## config.mk

```make
export PLATFORM = sky130hd
export DESIGN_NAME = counter_chip_p_flat
export DESIGN_NICKNAME = d
export VERILOG_FILES = /design/src/rtl/counter_chip_p_if.sv /design/src/rtl/counter_chip_p.sv /design/src/flat_wrapper.sv
export SDC_FILE = /design/constraint.sdc
export NUM_CORES = 1
export LEC_CHECK = 0
export ABC_AREA = 1
export CAP_MARGIN = 5
export CORE_AREA = 2 2 39 41
export CTS_BUF_LIST = sky130_fd_sc_hd__clkbuf_8
export DETAILED_ROUTE_END_ITERATION = 10
export DIE_AREA = 0 0 41 43
export GPL_TIMING_DRIVEN = 1
export PLACE_DENSITY = 0.6
export SETUP_SLACK_MARGIN = 0.3
export SYNTH_ARGS = -nofsm -noshare
export SYNTH_HDL_FRONTEND = slang
export SYNTH_SLANG_ARGS = --single-unit
```

## constraint.sdc

```tcl
create_clock -name clk -period 3 [get_ports clk]
set_input_delay 0.75 -clock clk [delete_from_list [all_inputs] [get_ports clk]]
set_output_delay 0.75 -clock clk [all_outputs]
set_load 0.005 [all_outputs]
```

## src/rtl/counter_chip_p_if.sv

```systemverilog
// Control/data bundle for counter_chip_p.
// The master side drives the controls and load data; the slave (counter) returns q and rco.
interface counter_chip_p_if #(
    parameter int unsigned WIDTH = 4
);
    logic             clr_n;
    logic             load_n;
    logic             enp;
    logic             ent;
    logic             up;
    logic [WIDTH-1:0] d;
    logic [WIDTH-1:0] q;
    logic             rco;

    modport master (
        output clr_n, load_n, enp, ent, up, d,
        input  q, rco
    );

    modport slave (
        input  clr_n, load_n, enp, ent, up, d,
        output q, rco
    );
endinterface

```

## src/rtl/counter_chip_p.sv

```systemverilog
// Parametrised synchronous counter (74HC160/161/163 style) with synchronous clear,
// parallel load, cascadable enables and combinational ripple-carry output.
// Optional feature macro: COUNTER_DOWN_EN enables up/down counting (74HC191 style).
// Without it the up input is ignored and the counter only counts up.
module counter_chip_p #(
    parameter int unsigned WIDTH   = 4,
    parameter int unsigned MODULUS = 16
) (
    input logic              clk,
    input logic              reset,
    counter_chip_p_if.slave  bus
);

    // Reject illegal parameterisations at elaboration time.
    if (WIDTH < 1 || WIDTH > 16) begin : g_bad_width
        $error("counter_chip_p: WIDTH must be within 1..16");
    end
    if (MODULUS < 2) begin : g_bad_mod_low
        $error("counter_chip_p: MODULUS must be at least 2");
    end
    if (MODULUS > (32'd1 << WIDTH)) begin : g_bad_mod_high
        $error("counter_chip_p: MODULUS must not exceed 2**WIDTH");
    end

    // MODULUS-1 always fits in WIDTH bits, so every comparison stays WIDTH wide.
    localparam logic [WIDTH-1:0] TopVal  = WIDTH'(MODULUS - 1);
    localparam logic [WIDTH-1:0] ZeroVal = '0;
    localparam logic [WIDTH-1:0] OneVal  = WIDTH'(1);

    logic [WIDTH-1:0] count_q;
    logic [WIDTH-1:0] count_d;
    logic [WIDTH-1:0] up_next;
    logic             count_en;
    logic             at_top_or_beyond;
    logic [WIDTH-1:0] terminal;

    assign count_en         = bus.enp & bus.ent;
    assign at_top_or_beyond = (count_q >= TopVal);

    // Up step: compare before adding so the sum never needs a carry bit.
    always_comb begin
        up_next = ZeroVal;
        if (!at_top_or_beyond) begin
            up_next = count_q + OneVal;
        end
    end

`ifdef COUNTER_DOWN_EN
    logic [WIDTH-1:0] down_next;

    // Down step: zero and out-of-range states both reload the top value.
    always_comb begin
        down_next = TopVal;
        if (count_q != ZeroVal && count_q <= TopVal) begin
            down_next = count_q - OneVal;
        end
    end

    // Terminal value depends on direction.
    always_comb begin
        terminal = bus.up ? TopVal : ZeroVal;
    end

    // Next-state selection: reset > clear > load > count > hold.
    always_comb begin
        count_d = count_q;
        if (reset) begin
            count_d = ZeroVal;
        end else if (!bus.clr_n) begin
            count_d = ZeroVal;
        end else if (!bus.load_n) begin
            count_d = bus.d;
        end else if (count_en) begin
            count_d = bus.up ? up_next : down_next;
        end
    end
`else
    // Direction input is accepted but has no effect in the up-only build.
    logic unused_up;
    assign unused_up = bus.up;

    // Up-only build has a single fixed terminal value.
    always_comb begin
        terminal = TopVal;
    end

    // Next-state selection: reset > clear > load > count > hold.
    always_comb begin
        count_d = count_q;
        if (reset) begin
            count_d = ZeroVal;
        end else if (!bus.clr_n) begin
            count_d = ZeroVal;
        end else if (!bus.load_n) begin
            count_d = bus.d;
        end else if (count_en) begin
            count_d = up_next;
        end
    end
`endif

    // Counter state register; reset is folded into count_d as a synchronous term.
    always_ff @(posedge clk) begin
        count_q <= count_d;
    end

    assign bus.q = count_q;

    // Ripple carry is purely combinational so cascaded stages advance with no added latency.
    assign bus.rco = bus.ent & (count_q == terminal);

endmodule
```

## src/flat_wrapper.sv

```systemverilog
// flat-port wrapper written by rule: the top's interface ports become plain ports
module counter_chip_p_flat 
#(
    parameter int unsigned WIDTH   = 4,
    parameter int unsigned MODULUS = 16
)
  (clk, reset, bus_clr_n, bus_load_n, bus_enp, bus_ent, bus_up, bus_d, bus_q, bus_rco);
  counter_chip_p_if #(.WIDTH(WIDTH)) bus_i ();
  input logic clk;
  input logic reset;
  input wire logic [$bits(bus_i.clr_n)-1:0] bus_clr_n;
  input wire logic [$bits(bus_i.load_n)-1:0] bus_load_n;
  input wire logic [$bits(bus_i.enp)-1:0] bus_enp;
  input wire logic [$bits(bus_i.ent)-1:0] bus_ent;
  input wire logic [$bits(bus_i.up)-1:0] bus_up;
  input wire logic [$bits(bus_i.d)-1:0] bus_d;
  output wire logic [$bits(bus_i.q)-1:0] bus_q;
  output wire logic [$bits(bus_i.rco)-1:0] bus_rco;
  assign bus_i.clr_n = bus_clr_n;
  assign bus_i.load_n = bus_load_n;
  assign bus_i.enp = bus_enp;
  assign bus_i.ent = bus_ent;
  assign bus_i.up = bus_up;
  assign bus_i.d = bus_d;
  assign bus_q = bus_i.q;
  assign bus_rco = bus_i.rco;
  counter_chip_p #(.WIDTH(WIDTH), .MODULUS(MODULUS)) u_core (.clk(clk), .reset(reset), .bus(bus_i));
endmodule
```

# Word level (Yosys, flattened, before mapping)
# Cells that the tools add are included.
# W data, S select, Z words.
[op_classes]
add_sub_neg = 1
magnitude_cmp = 1
eq_ne = 2
n_mux = 3
n_bitwise = 3
reduce_logical = 1
[op_table]
columns = ["op", "n"]
rows = [
  ["$mux W4", 3],
  ["$add A4 B1 Y4 const B", 1],
  ["$eq A4 B4 Y1 const B", 1],
  ["$ge A4 B4 Y1 const B", 1],
  ["$and A1 B1 Y1", 2],
  ["$ne A2 B1 Y1 const B", 1],
  ["$reduce_or A2 Y1", 1],
  ["$not A1 Y1", 1],
]
[word_totals]
reg_bits = 4
input_bits = 11
output_inout_bits = 5
word_cells = 12

# Depth between registers and ports, before layout
[depth]
depth_word = 4
ltp_mapped = 6
mapped_depth_nobuf = 6

# Worst setup path before layout
# No wires, ideal clock.
[synth_timing]
kind = "input-to-output"
startpoint = "in bus_ent"
endpoint = "out bus_rco"
arrival_ps = 950
required_ps = 2250
setup_slack_ps = 1300
path_stages = 1
path_buffers = 0
cell_sequence = "nor3b_1"
[synth_between]
elab_chain_len = 1
[synth_lines]
columns = ["item", "line_no", "rtl"]
rows = [
  ["from (decl)", "flat_wrapper.sv:14", "input wire logic [$bits(bus_i.ent)-1:0] bus_ent;"],
  ["$and A1 B1 Y1", "counter_chip_p.sv:110", "assign bus.rco = bus.ent & (count_q == terminal);"],
  ["to (decl)", "flat_wrapper.sv:18", "output wire logic [$bits(bus_i.rco)-1:0] bus_rco;"],
]
# Every way passes these cells.

# Final worst setup path
# Same ends and word-level chain as after synthesis.

==> run metrics <==
Initial Util=0.217; IO Count=16; static leakage=slightly above 0.2 nW; Yosys reg bits=4; Skew-Pair Late Insertion Delay=0.22 ns; routed vias=approximately 350; placer congestion estimate=0.701; clk buf depth=2; WL final=slightly above 700 um; Reg2Reg Depth=6; final worst path period share=0.815; post-synthesis average cell area=~6.5 um2; crit path DAT=1.70 ns; synth warn=0; Compound-Gate Fraction of Synth Area=0.0458; Resized Gates After CTS=2; Top FF cell, synth=dfxtp_1; row cnt=14; Slew Limit Fails=0; critical setup path kind=in2out; Placed Area=about 450 um2; CP Max Fanout=3; vias in the first global route=290; hpwl dp=around 520 um; register area share after synthesis=0.267; GRT Util Overall=0.100; largest family of logic cells by synthesized area=simple AND/OR/NAND/NOR gates; TNS Setup=0 ns; Worst Setup SP=bus_ent; hold_sp=u_core.bus.q[0]$_SDFFE_PP0P_; RSZ-0062 raised after global routing=false; top-area cell type share of the netlist area=0.267; fin crit period=about 2.4 ns; via density per instance=roughly 4.4; first-pass GRT wire length=roughly 1100 um; Design Area, Final=~500 um2; clock-pin slew on the worst setup and hold paths=0.03 ns; Reg-to-Reg End=u_core.bus.q[0]$_SDFFE_PP0P_; Hold Buf Count CTS=0; Cells after Synth=46; status=finished, final reports clean; fraction of registers with async set/reset=0; post-synthesis mux area share=0; clk root buf=clkbuf_8; H-tree depth=1; r2r startpoint=u_core.bus.q[0]$_SDFFE_PP0P_; Die Area=between 0.0015 and 0.002 mm2; Synth top cells by count=14 x nand2_1, 5 x nand3_1, 5 x nor2_1; Setup Fix Bufs, Post-CTS=0; most area-hungry cell type in the Yosys netlist=dfxtp_1; pwr dens=412 mW/mm2; hold endpoint=u_core.bus.q[0]$_SDFFE_PP0P_; number of synthesized flops with an enable pin=0; critical path capture point type=primary output; grt ovf=0; max FFs per register=4; FF-to-FF setup slack=around 1.9 ns; fmax=409 MHz; Area Overhead vs Synth=65.8%; Adder-Cell Fraction of Synth Area=0.0417; Cell Area, Synth=approximately 300 um2; Netlist cell types=17; Post-Synth XOR/XNOR Area=0; DIE HEIGHT=43 um; Pre-antenna DRT Iters=3; most frequent cell after synthesis=nand2_1; Fin Clk Skew=~0.0013 ns; endpoints failing setup=0; largest net degree at the start of global routing=9; Antenna diodes=0; initial antenna violation count=0; Hold Crit Class=reg2reg; CTS tree=built; Sinks on Clock Net=4; Synth Area in Simple Gates=0.558; Req. time, crit path=2.25 ns; Core Area=0.00138 mm2; top cells by area, synth=dfxtp_1 27%, nand2_1 18%, nand3_1 8.3%; Worst Setup Start Kind=input port; Synth Net Count=58; Residual DRC=0; die width=~40 um; DRT iter0 DRCs=3; CTS buffer count=3; Worst VDD drop=0.171 mV; WL/cell=between 9 and 10 um; fin nets=76; Max-slew headroom=0.793; Worst-Margin Slew=approximately 0.31 ns; Max Cap Violations=0; worst hold path stage count=3; share of cells above drive strength 1=0.210; Final Hold Viols=0; IO buf count=14; post-route ant nets=0
[logic make-up after synthesis]
| group | after synthesis |
|---|---|
| AND/OR/NAND/NOR | 33 |
| buffers and inverters | 6 |
| flip-flops | 4 |
| AO/OA/AOI/OAI | 2 |
| adder cells (fa/ha/maj) | 1 |
[how the worst max path moves through the flow]
stage / depth (start not counted) / end / slack (ns)
3_3_place_gp: 3 / bus_rco / 0.27
4_1_cts: 3 / bus_rco / 0.57
2_1_floorplan: 1 / bus_rco / 1.30
5_1_grt: 3 / bus_rco / 0.53
6_report: 3 / bus_rco / 0.55
3_5_place_dp: 3 / bus_rco / 0.25
[critical path: stages]
cell,delay (ns)
dlygate4sd2_1,0.25
nor3b_2,0.18
clkdlybuf4s50_1,0.51
[power by group]
part | internal (mW) | switching (mW)
clock network | 0.0855 | 0.0276
logic | 0.0195 | 0.0142
registers | 0.0557 | 0.00284
[cell type report]
type | count | area, um2
multi-input combinational | 36 | 199
timing repair buffer | 14 | 139
clock buffer | 3 | 41.3
sequential | 4 | 80.1
fill | 149 | 886
inverter | 5 | 18.8
tap | 16 | 20.0
[per-stage QoR]
stage               utilization  total power, mW  hold slack, ns  cells  setup slack, ns
detailed placement        0.327           0.0934           0.569     75            0.253
global route              0.360            0.215           0.653     78            0.528
floorplan                     -           0.0748           0.543     46             1.30
global placement          0.327           0.0932           0.569     75            0.273
finish                    0.360            0.205           0.581     78            0.554
CTS                       0.360            0.207           0.578     78            0.566
[metal layers]
metal | wire [um] | GRT usage | up-vias
met5 | 0 | 0 | -
met4 | 16 | 0.0800 | 0
met3 | 60 | 0.0314 | 3
met2 | 314 | 0.134 | 13
met1 | 319 | 0.125 | 150
li1 | - | - | 179
[cells in the final DEF, fill, tap and decap left out, drive strengths merged]
cell	netlist	layout
nand2	16	16
clkdlybuf4s50	0	13
nor2	7	7
nand3	6	6
inv	5	5
dfxtp	4	4
clkbuf	0	3
nor3b	2	2
a21oi	2	2
nor3	1	1
nand4	1	1
ha	1	1
dlygate4sd2	0	1
Power figures use the tool's default switching activity.
